## config.mk

```make
export PLATFORM = sky130hd
export DESIGN_NAME = regfile
export DESIGN_NICKNAME = d
export VERILOG_FILES = /design/src/rtl/regfile_pkg.sv /design/src/rtl/register64_en.sv /design/src/rtl/regfile.sv
export SDC_FILE = /design/constraint.sdc
export NUM_CORES = 2
export LEC_CHECK = 0
export ABC_AREA = 0
export CAP_MARGIN = 15
export CORE_MARGIN = 10
export CORE_UTILIZATION = 25
export DETAILED_ROUTE_END_ITERATION = 12
export GPL_TIMING_DRIVEN = 0
export SLEW_MARGIN = 10
export SYNTH_ARGS = -nofsm -noshare
export SYNTH_HDL_FRONTEND = slang
export SYNTH_SLANG_ARGS = --single-unit
```

## constraint.sdc

```tcl
create_clock -name clk -period 65.9 [get_ports clk]
set_input_delay 13.18 -clock clk [delete_from_list [all_inputs] [get_ports clk]]
set_output_delay 13.18 -clock clk [all_outputs]
set_load 0.01 [all_outputs]
```

## src/rtl/regfile_pkg.sv

```systemverilog
// Shared types and sizing for the LEGv8 register file.
// Word and register-address types are used by the top and its storage cells.
package regfile_pkg;

  localparam int WIDTH    = 64;
  localparam int NREGS    = 32;
  localparam int ADDR_W   = 5;
  localparam int ZERO_REG = 31;

  typedef logic [63:0] word_t;
  typedef logic [4:0]  reg_addr_t;

endpackage

```

## src/rtl/register64_en.sv

```systemverilog
// One enabled data register; the feedback mux holds q whenever en is low.
module register64_en
  import regfile_pkg::*;
#(
  parameter int W = regfile_pkg::WIDTH
) (
  input  logic         clk,
  input  logic         reset,
  input  logic         en,
  input  logic [W-1:0] d,
  output logic [W-1:0] q
);

  always_ff @(posedge clk or posedge reset) begin
    if (reset) q <= '0;
    else       q <= en ? d : q;
  end

endmodule

```

## src/rtl/regfile.sv

```systemverilog
// 32 x 64-bit LEGv8 register file: two combinational read ports, one clocked
// write port, X31 (XZR) reads as zero and discards writes.
module regfile
  import regfile_pkg::*;
#(
  parameter int WIDTH    = regfile_pkg::WIDTH,
  parameter int NREGS    = regfile_pkg::NREGS,
  parameter int ZERO_REG = regfile_pkg::ZERO_REG
) (
  input  logic              clk,
  input  logic              reset,
  input  logic              RegWrite,
  input  logic [ADDR_W-1:0] ReadRegister1,
  input  logic [ADDR_W-1:0] ReadRegister2,
  input  logic [ADDR_W-1:0] WriteRegister,
  input  logic [WIDTH-1:0]  WriteData,
  output logic [WIDTH-1:0]  ReadData1,
  output logic [WIDTH-1:0]  ReadData2
);

  function automatic logic [NREGS-1:0] decoder_5to32(input logic en,
                                                     input logic [ADDR_W-1:0] addr);
    logic [NREGS-1:0] onehot;
    onehot = '0;
    onehot[addr] = en;
    return onehot;
  endfunction

  function automatic logic [WIDTH-1:0] mux2(input logic s,
                                            input logic [WIDTH-1:0] a0,
                                            input logic [WIDTH-1:0] a1);
    return s ? a1 : a0;
  endfunction

  // Five levels of 2:1 stages, address bit 0 selecting at the leaves.
  // Each stage overwrites the lower half in place; index i only reads 2i and
  // 2i+1, which have not been overwritten yet within that level.
  function automatic logic [WIDTH-1:0] mux32_1(input logic [WIDTH-1:0] regs [NREGS],
                                               input logic [ADDR_W-1:0] sel);
    logic [WIDTH-1:0] stage [NREGS];
    stage = regs;
    for (int lvl = 0; lvl < ADDR_W; lvl++) begin
      for (int i = 0; i < (NREGS >> (lvl + 1)); i++) begin
        stage[i] = mux2(sel[lvl], stage[2*i], stage[2*i+1]);
      end
    end
    return stage[0];
  endfunction

  logic [NREGS-1:0] write_en;
  logic [WIDTH-1:0] regs [NREGS];

  always_comb begin
    write_en = decoder_5to32(RegWrite, WriteRegister);
    write_en[ZERO_REG] = 1'b0;
  end

  for (genvar gi = 0; gi < NREGS; gi++) begin : g_reg
    if (gi == ZERO_REG) begin : g_zero
      assign regs[gi] = '0;
    end else begin : g_store
      register64_en #(.W(WIDTH)) u_reg (
        .clk   (clk),
        .reset (reset),
        .en    (write_en[gi]),
        .d     (WriteData),
        .q     (regs[gi])
      );
    end
  end

  // No write bypass: a read of the register being written sees the old value.
  always_comb begin
    ReadData1 = mux32_1(regs, ReadRegister1);
    ReadData2 = mux32_1(regs, ReadRegister2);
  end

endmodule

```

==> impl_metrics.py <==
metrics = {
    "run_status": {
        "status": "finished, final reports clean",
    },
    "worst_setup_path": {
        "cp-end-kind": "output port",
        "arrival_ps": 18400,
        "crit_path_start_kind": "input pin",
        "crit_type": "in2out",
        "required_ps": 52720,
        "worstPathMaxFanout": 13,
    },
    "pwr": {
        "power_density_nw_per_um2": 29.5,
        "leakagePower_nw": 51.6,
        "ir_worst_vdd_mv": 0.0178,
    },
    "grt": {
        "antenna_found_initial": 95,
        "track_usage_pct": 18.7,
        "grt_max_degree": 42,
        "grt_overflow": 0,
        "grt_pass1_vias": 77200,
        "grt_pass1_wl_um": 604000,
    },
    "timing": {
        "worst_pin_slew_ps": 1420,
        "rsz0062_at_grt": "no",
        "setup_tns_ps": 0,
        "max_slew_margin_pct": 5.29,
        "finalCritPeriodShare_pct": 47.9,
        "fin_hold_ws_ps": 507,
        "setup_violations": 0,
        "finalHoldViolCount": 0,
        "max_freq_ghz": 0.0317,
        "finClkSkew_ps": 0,
        "drv_slew": 0,
        "layout_min_cycle_time_ps": 31580,
    },
    "place": {
        "place_congestion": 0.937,
        "port_buffers": 197,
        "dp_hpwl_um": 324000,
    },
    "synth": {
        "ys_seq_elements": 1984,
        "synth_xor_area_share_pct": 0,
        "synth_top_family_by_area": "multiplexers",
        "synth.avg_cell_area_um2": 14.4,
        "synth.area.mux_share_pct": 40.6,
        "yosysTopAreaCellShare_pct": 47.3,
        "ys.flop_type": "dfrtp_1",
        "synthArstFlopShare_pct": 100,
        "synthTopCellsByArea": "dfrtp_1, mux2_2, mux4_2, mux2i_1, a22oi_1",
        "yosysUniqueCellTypes": 43,
        "yosys_warnings": 0,
        "syn_area_um2": 105000,
        "synthSimpleGateAreaFrac_pct": 1.76,
        "postSynthCellCount": 7280,
        "synthTopCellsByCount": "dfrtp_1, mux2_2, mux4_2",
        "synth_nets": 7362,
        "yosysMostFrequentCell": "dfrtp_1",
        "yosysSeqAreaShare_pct": 47.3,
        "synth_compound_area_share_pct": 6.22,
        "synthAdderAreaFrac_pct": 0,
        "synth-edff-count": 0,
        "synth_area_leader_cell": "dfrtp_1",
    },
    "finish": {
        "fillers": 41500,
        "syn2layout_area_growth_pct": 16.6,
        "finish.net_count": 7855,
        "seqCellArea_um2": 49600,
        "drive_above_1_share_pct": 42.0,
        "reg.largest.list": "g.g_store.u_reg.q x1984",
        "multi_input_area_um2": 51100,
        "regMostFlops": "g.g_store.u_reg.q",
        "largest_reg_flops": 1984,
    },
    "clocking": {
        "cts_inserted_buffers": 201,
        "clk_path_buf_depth": 4,
        "post_cts_buffers": 0,
        "clock_sinks": 1984,
        "clk_latency_ps": 890,
        "cts-root-buf": "clkbuf_16",
        "path_clk_slew_ps": 60,
        "cts_htree_levels": 4,
        "cts_resized": 0,
        "hold_buffers": 0,
        "cts_tree": "done",
    },
    "floorplan": {
        "num_rows": 237,
        "die_h_um": 668,
        "initial_core_util_pct": 25.1,
        "ioPinCount": 210,
        "dieWidth_um": 668,
        "core_area_um2": 418000,
        "die_area_um2": 446000,
    },
    "detailed_routing": {
        "drt_first_pass_iters": 6,
        "drc": 0,
        "wire_per_inst_um": 32.3,
        "vias": 75000,
        "drtIter0Drc": 8355,
        "ant_nets": 0,
        "viasPerCell": 5.57,
        "wl_um": 435000,
    },
    "worst_hold_path": {
        "hold_class": "reg2reg",
    },
    "job": {
        "maxCapViolations": 0,
    },
}
## worst paths after layout
check                                              from                             to  slack, ps  cells past startpoint
max reg2reg                g_reg[0].g_store.u_reg.q[25]   g_reg[0].g_store.u_reg.q[25]      65050                      1
max in group asynchronous                         reset  g_reg[19].g_store.u_reg.q[31]      49270                     15
max                                    ReadRegister1[4]                  ReadData1[18]      34320                      9
min reg2reg                g_reg[22].g_store.u_reg.q[4]   g_reg[22].g_store.u_reg.q[4]        510                      1
min                        g_reg[22].g_store.u_reg.q[4]   g_reg[22].g_store.u_reg.q[4]        510                      1
min in group asynchronous                         reset    g_reg[0].g_store.u_reg.q[3]      12760                      2
## logic make-up after synthesis
kind of cell,count (synthesis)
buf+inv,924
simple gates,342
mux,3139
compound gates,891
flops,1984
## critical path: stages
cell             delay, ps
buf_2                  360
buf_2                  610
buf_6                  320
nand3b_1               140
buf_2                  810
buf_2                  980
o22ai_1                230
a211oi_1               960
clkdlybuf4s50_1        730
## metrics by stage
step / total power, mW / cells / setup WS (ps) / area, um2 / utilization, %
2_1_floorplan: 2.15 / 7280 / 25180 / 105000 / -
6_report: 3.61 / 13500 / 34320 / 122000 / 29.3
3_5_place_dp: 2.44 / 13100 / 34730 / 116000 / 27.7
3_3_place_gp: 2.39 / 13000 / 15100 / 114000 / 27.3
5_1_grt: 3.74 / 13400 / 34550 / 122000 / 29.3
4_1_cts: 3.60 / 13400 / 34720 / 122000 / 29.3
## layout by cell type (no fill, tap or decap), drive strengths merged, types with 64 or more instances in the layout
cell type | Yosys | final
o22ai | 130 | 130
clkdlybuf4s50 | 0 | 197
inv | 127 | 129
mux2i | 512 | 512
a211oi | 64 | 64
buf | 393 | 484
dfrtp | 1984 | 1984
mux2 | 1923 | 1923
o221ai | 126 | 126
clkbuf | 404 | 704
a22oi | 314 | 314
nand2 | 149 | 149
a21boi | 64 | 64
mux4 | 704 | 704
o211ai | 126 | 126
nand3 | 68 | 68
## metal layers
layer	vias up	global-route usage, %	part of all wire (%)
met1	39900	21.5	36
met2	4482	29.7	46
met3	1456	5.23	9.3
met5	-	0.351	0.11
li1	29200	-	-
met4	38	13.9	8.3
## layout make-up
| type | count | share of cell area (%) |
|---|---|---|
| antenna | 59 | 0.121 |
| inverter | 127 | 0.392 |
| tap | 5497 | 5.62 |
| buffer | 797 | 3.17 |
| multi-input combinational | 4372 | 41.7 |
| timing repair buffer | 290 | 3.13 |
| clock buffer | 298 | 4.86 |
| clock inverter | 52 | 0.465 |
| sequential | 1984 | 40.5 |
## where the power goes
group / total, mW / internal (mW) / switching (mW)
Clock: 1.18 / 0.664 / 0.513
Combinational: 0.789 / 0.426 / 0.363
Sequential: 1.65 / 1.46 / 0.189
Note: power is estimated with default switching activity, not from simulation.
